[src/rtl/ae_buffer_ctrl.sv]
// Acquisition-engine sample buffer controller: packs quantised samples into RAM
// words, runs single-shot or circular fills, and exposes a small host register page.
module ae_buffer_ctrl #(
  parameter int SAMPLE_WIDTH = 4,
  parameter int DATA_WIDTH   = 32,
  parameter int ADDR_WIDTH   = 15,
  parameter int DEPTH        = 32768,
  parameter int TH_WIDTH     = 7
) (
  input  logic                    clk,
  input  logic                    rst_b,
  input  logic                    reg_cs,
  input  logic                    reg_wr,
  input  logic                    reg_rd,
  input  logic [7:0]              reg_addr,
  input  logic [31:0]             reg_d4wt,
  output logic [31:0]             reg_d4rd,
  input  logic                    adc_valid,
  input  logic                    sample_valid,
  input  logic [SAMPLE_WIDTH-1:0] sample_data,
  output logic                    ram_ena,
  output logic                    ram_we,
  output logic [ADDR_WIDTH-1:0]   ram_addr,
  output logic [DATA_WIDTH-1:0]   ram_d4wt,
  output logic                    fill_start,
  output logic                    fill_done,
  output logic                    irq
);

  localparam int LANES  = DATA_WIDTH / SAMPLE_WIDTH;
  localparam int LANE_W = (LANES > 1) ? $clog2(LANES) : 1;
  localparam int CNT_W  = $clog2(DEPTH) + 1;
  localparam int BLK    = DEPTH >> TH_WIDTH;

  localparam logic [ADDR_WIDTH-1:0] LAST_ADDR = ADDR_WIDTH'(DEPTH - 1);
  localparam logic [CNT_W-1:0]      CNT_FULL  = CNT_W'(DEPTH);
  localparam logic [LANE_W-1:0]     LAST_LANE = LANE_W'(LANES - 1);

  typedef enum logic [1:0] {
    ST_IDLE    = 2'd0,
    ST_PENDING = 2'd1,
    ST_FILL    = 2'd2,
    ST_FULL    = 2'd3
  } state_t;

  state_t                state;
  logic [TH_WIDTH-1:0]   threshold;
  logic                  mode_circ;
  logic [1:0]            int_en;
  logic [CNT_W-1:0]      count;
  logic [ADDR_WIDTH-1:0] wr_ptr;
  logic [LANE_W-1:0]     lane;
  logic [DATA_WIDTH-1:0] pack;
  logic [DATA_WIDTH-1:0] next_word;
  logic [DATA_WIDTH-1:0] word_q;
  logic                  wr_pend;
  logic                  th_sticky;
  logic                  wrap_sticky;
  logic                  done_sticky;
  logic                  reach_prev;

  logic                  host_wr;
  logic                  wr_ctrl;
  logic                  wr_status;
  logic                  wr_int_en;
  logic                  fill_req;
  logic                  abort_req;
  logic                  last_word;
  logic                  ram_write;
  logic                  final_pending;
  logic                  accept;
  logic                  reach_th;
  logic                  full;
  logic [CNT_W-1:0]      th_words;
  logic                  unused_wdata;

  assign host_wr   = reg_cs & reg_wr;
  assign wr_ctrl   = host_wr & (reg_addr == 8'h00);
  assign wr_status = host_wr & (reg_addr == 8'h04);
  assign wr_int_en = host_wr & (reg_addr == 8'h08);

  // Abort dominates a fill request carried in the same CTRL write.
  assign abort_req = wr_ctrl & reg_d4wt[10];
  assign fill_req  = wr_ctrl & reg_d4wt[8] & ~reg_d4wt[10];

  assign unused_wdata = ^reg_d4wt;

  assign last_word     = (wr_ptr == LAST_ADDR);
  assign ram_write     = wr_pend & ~abort_req;
  assign final_pending = wr_pend & last_word & ~mode_circ;

  assign ram_ena  = ram_write;
  assign ram_we   = ram_write;
  assign ram_addr = wr_ptr;
  assign ram_d4wt = word_q;

  assign fill_done = ram_write & last_word & ~mode_circ & (state == ST_FILL);

  // Samples arriving while the last single-shot word is being written are dropped.
  assign accept = (state == ST_FILL) & sample_valid & ~abort_req & ~fill_req & ~final_pending;

  assign th_words = CNT_W'(threshold) * CNT_W'(BLK);
  assign reach_th = (count >= th_words);
  assign full     = (count == CNT_FULL);
  assign irq      = (done_sticky & int_en[0]) | (th_sticky & int_en[1]);

  always_comb begin
    next_word = pack;
    next_word[int'(lane) * SAMPLE_WIDTH +: SAMPLE_WIDTH] = sample_data;
  end

  always_comb begin
    reg_d4rd = '0;
    if (reg_cs && reg_rd) begin
      case (reg_addr)
        8'h00: begin
          reg_d4rd[TH_WIDTH-1:0] = threshold;
          reg_d4rd[9]            = mode_circ;
        end
        8'h04: reg_d4rd = {9'd0, done_sticky, wrap_sticky, th_sticky, full, reach_th,
                           state, 16'(count)};
        8'h08: reg_d4rd = {30'd0, int_en};
        default: reg_d4rd = '0;
      endcase
    end
  end

  always_ff @(posedge clk or negedge rst_b) begin
    if (!rst_b) begin
      state       <= ST_IDLE;
      threshold   <= '0;
      mode_circ   <= 1'b0;
      int_en      <= '0;
      count       <= '0;
      wr_ptr      <= '0;
      lane        <= '0;
      pack        <= '0;
      word_q      <= '0;
      wr_pend     <= 1'b0;
      fill_start  <= 1'b0;
      th_sticky   <= 1'b0;
      wrap_sticky <= 1'b0;
      done_sticky <= 1'b0;
      // Threshold 0 reaches immediately; start high so reset alone raises no interrupt.
      reach_prev  <= 1'b1;
    end else begin
      fill_start <= 1'b0;
      wr_pend    <= accept && (lane == LAST_LANE);
      reach_prev <= reach_th;

      if (wr_ctrl) begin
        threshold <= reg_d4wt[TH_WIDTH-1:0];
        mode_circ <= reg_d4wt[9];
      end
      if (wr_int_en) int_en <= reg_d4wt[1:0];

      if (accept) begin
        pack <= next_word;
        if (lane == LAST_LANE) begin
          word_q <= next_word;
          lane   <= '0;
        end else begin
          lane <= lane + 1'b1;
        end
      end

      if (ram_write) begin
        wr_ptr <= last_word ? '0 : wr_ptr + 1'b1;
        if (!full) count <= count + 1'b1;
      end

      // Clear-on-write first so a coincident set event is never lost.
      if (wr_status) begin
        if (reg_d4wt[20]) th_sticky   <= 1'b0;
        if (reg_d4wt[21]) wrap_sticky <= 1'b0;
        if (reg_d4wt[22]) done_sticky <= 1'b0;
      end
      if (reach_th && !reach_prev) th_sticky <= 1'b1;
      if (ram_write && last_word && mode_circ && (state == ST_FILL)) wrap_sticky <= 1'b1;
      if (fill_done) done_sticky <= 1'b1;

      if (abort_req) begin
        state <= ST_IDLE;
        lane  <= '0;
      end else begin
        case (state)
          ST_IDLE, ST_FULL: if (fill_req) state <= ST_PENDING;
          ST_PENDING: begin
            if (adc_valid) begin
              state      <= ST_FILL;
              fill_start <= 1'b1;
              count      <= '0;
              wr_ptr     <= '0;
              lane       <= '0;
            end
          end
          ST_FILL: begin
            if (fill_req)       state <= ST_PENDING;
            else if (fill_done) state <= ST_FULL;
          end
          default: state <= ST_IDLE;
        endcase
      end
    end
  end

endmodule

[config.mk]
export PLATFORM = sky130hd
export DESIGN_NAME = ae_buffer_ctrl
export DESIGN_NICKNAME = d
export VERILOG_FILES = /design/src/rtl/ae_buffer_ctrl.sv
export SDC_FILE = /design/constraint.sdc
export NUM_CORES = 1
export LEC_CHECK = 0
export ABC_AREA = 1
export BUFFER_PORTS_ARGS = -buffer_cell sky130_fd_sc_hd__buf_2
export CORE_UTILIZATION = 55
export CTS_CLUSTER_SIZE = 28
export DETAILED_ROUTE_END_ITERATION = 8
export PLACE_DENSITY = 0.92
export RECOVER_POWER = 50
export SETUP_SLACK_MARGIN = 0.15
export SYNTH_ARGS = -nofsm -noshare
export SYNTH_HDL_FRONTEND = slang
export SYNTH_SLANG_ARGS = --single-unit
[constraint.sdc]
create_clock -name clk -period 2.5 [get_ports clk]
set_clock_uncertainty 0.1 [all_clocks]
set_input_delay 0.25 -clock clk [delete_from_list [all_inputs] [get_ports clk]]
set_output_delay 0.25 -clock clk [all_outputs]
set_load 0.01 [all_outputs]
==> flow_metrics.tcl <==
set metrics [dict create \
    outcome "finished, final reports clean" \
    synthesis.instances 862 \
    end_kind "primary output" \
    ys_warn_count 0 \
    path_clk_slew_ps 60 \
    cts.sinks 116 \
    fin_crit_sh_pct 92.3 \
    setup.worst_path.start_class "flop" \
    initial_utilization_pct 56.9 \
    max_slew_margin_pct 14.8 \
    power.density_nw_per_um2 748 \
    yosysTopAreaCellShare_pct 44.1 \
    synth_top_family_by_area "simple AND/OR/NAND/NOR gates" \
    final_nets 1055 \
    viasPerCell 5.49 \
    drc 0 \
    cts_tree "built" \
    grt_antenna_before_repair 0 \
    synth_seq_cells 116 \
    numCtsBuffers 17 \
    num_antenna_cells 0 \
    clockBufferDepth 2 \
    yosys.area_share.simple_pct 29.1 \
    final_layout_size_suffix_gt1_share_pct 15.2 \
    yosysSeqAreaShare_pct 44.5 \
    area_delta_synth_final_pct 19.0 \
    num_vias 6259 \
    synthAdderAreaFrac_pct 3.84 \
    clk_latency_ps 420 \
    core.rowCount 39 \
    worst-setup-path-type "flop to primary output" \
    htreeDepth 4 \
    fin_util_pct 67.7 \
    gp_congestion 0.951 \
    core_um2 11500 \
    setup_viol 0 \
    finalHoldViolCount 0 \
    die_w_um 111 \
    grt_first_pass_wirelength_um 27200 \
    synth-compound-area-share_pct 11.8 \
    synthDistinctLibCells 40 \
    final_cells 1140 \
    die-area_um2 12300 \
    ir_drop_v 0.000510 \
    netlist_area_um2 6520 \
    io_buffers 106 \
    drt_pass1_iterations 5 \
    max_cap_violations 0 \
    grt_pass1_vias 5877 \
    grtUsageMet3_pct 5.58 \
    min_path_type "primary input to flop" \
    drt_wl_total_um 16600 \
    rsz0062_at_grt "true" \
    die-height_um 111 \
    synth-xor-area-share_pct 0.806 \
    muxShareOfSynthArea_pct 0.307 \
    first_iter_violations 630 \
    synth_area_per_cell_um2 7.57 \
    drt-wirelength-per-cell_um 14.6 \
    use_met2_pct 47.0 \
    place_hpwl_um 11800 \
    critical_path_arrival_ps 1960 \
    antenna_left 0 \
    synth_area_leaders "dfrtp_1, nand2_1, o21ai_0" \
    grt.total_usage_pct 27.7 \
    tns_ps 0 \
    grt_max_degree 51 \
    required_ps 2150 \
    top_usage_layer "met2" \
    cts_root_buf "clkbuf_16" \
    grt_overflow 0 \
    p_total_mw 5.80 \
    yosys.area.top_type "dfrtp_1" \
    io_pins 135 \
    dp_cells 1102 \
    max_freq_ghz 0.433 \
    cp_max_fo 4 \
    met1_usage_pct 34.2 \
    drv_slew 0 \
    layout_min_cycle_time_ps 2310 \
    p_leak_nw 3.91 \
    worstMarginPinSlew_ps 1280 \
]
[per-stage QoR]
| step | area (µm²) | hold slack [ps] | setup slack, ps |
|---|---|---|---|
| 4_1_cts | 7820 | 2.68 | 184 |
| 3_3_place_gp | 7150 | 212 | 386 |
| 5_1_grt | 7760 | 49.0 | 110 |
| 6_report | 7760 | 7.27 | 192 |
| 2_1_floorplan | 6550 | -146 | 434 |
| 3_5_place_dp | 7150 | 218 | 301 |
[flip-flops by register name, indices dropped and copies added, names as in the netlist, 2 cells and up]
register   count
int_en         2
threshold      7
count         16
ram_d4wt      32
lane           3
ram_addr      15
state          2
pack          32
[repair_timing]
action | in CTS | in global routing
pin swaps | 0 | 1
hold buffers | 5 | 0
endpoints found under the hold margin | 50 | 0
buffers inserted | 0 | 1
gates resized for setup | 1 | 10
setup endpoints to repair | 1 | 24
[critical path, cell delays in order (launching register included)]
cell	delay [ps]
dfrtp_1	430
ha_1	330
a21oi_1	170
o21ai_1	90
nand2_1	100
o2111ai_4	160
nand2_1	100
inv_1	40
buf_2	120
[cells in the mapped netlist, drive strengths merged]
cell type,instances
nor2,95
mux2i,2
o31ai,9
nand3b,2
ha,20
a21oi,35
conb,1
a31oi,1
o211ai,1
nor3,12
buf,27
a22o,1
o21ai,94
dfrtp,115
clkinv,2
nand4,14
or2,4
inv,94
dfstp,1
nand2,270
o21bai,2
o2111ai,2
clkbuf,5
nand3,47
xor2,6
[cell families (layout without fill, tap and decap cells)]
| group | after synthesis | in the layout |
|---|---|---|
| multiplexers | 2 | 2 |
| adder cells (fa/ha/maj) | 20 | 20 |
| AO/OA/AOI/OAI | 145 | 145 |
| AND/OR/NAND/NOR | 444 | 444 |
| buffers and inverters | 128 | 255 |
| flip-flops | 116 | 116 |
| other | 1 | 9 |
| XOR/XNOR | 6 | 6 |
[report_power, final]
group | total (mW) | switching (mW) | internal [mW]
clock | 2.48 | 0.951 | 1.53
sequential | 2.15 | 0.105 | 2.04
combinational | 1.18 | 0.816 | 0.364
[layout make-up]
type | instances | area, µm²
fillers | 877 | 3710
multi-input cells | 626 | 3050
flip-flops and latches | 116 | 2900
repair buffers | 127 | 654
clock buffers | 18 | 439
inverters | 96 | 364
well taps | 143 | 179
clock inverters | 14 | 168
[routing by layer]
layer,up-vias,routed length [µm]
met3,62,1250
met1,2877,6830
met5,-,0
met2,312,8010
met4,0,504
li1,3008,-
[cells in the final DEF, fill, tap and decap left out, types with 4 or more instances in the layout]
master         netlist  layout
a21oi_1             35      35
buf_2                5      73
buf_4               10       9
clkbuf_1             4      35
clkbuf_16            0      17
clkbuf_2             1       4
conb_1               1       9
dfrtp_1            115     115
dlygate4sd3_1        0       5
ha_1                20      20
inv_1               90      89
inv_2                4       5
inv_6                0       6
nand2_1            265     265
nand3_1             42      41
nand3_2              5       6
nand4_1             14      14
nor2_1              89      89
nor3_1              10      10
o21ai_0             76      71
o21ai_1             17      22
o31ai_1              9       9
or2_2                4       4
xor2_1               6       6
[worst paths after layout]
check	cells past startpoint	slack [ps]	from	endpoint
worst max-delay path	8	190	count[11]$_DFF_PN0_	reg_d4rd[18]
worst min-delay path	3	7	reg_d4wt[4]	threshold[4]$_DFFE_PN0N_
worst max register to register	8	250	lane[1]$_DFF_PN0_	ram_d4wt[27]$_DFFE_PN0P_
worst min register to register	2	380	ram_d4wt[31]$_DFFE_PN0P_	ram_d4wt[31]$_DFFE_PN0P_
max in group asynchronous	3	550	rst_b	ram_d4wt[1]$_DFFE_PN0P_
min in group asynchronous	2	540	rst_b	count[8]$_DFF_PN0_
Note: power is estimated with default switching activity, not from simulation.
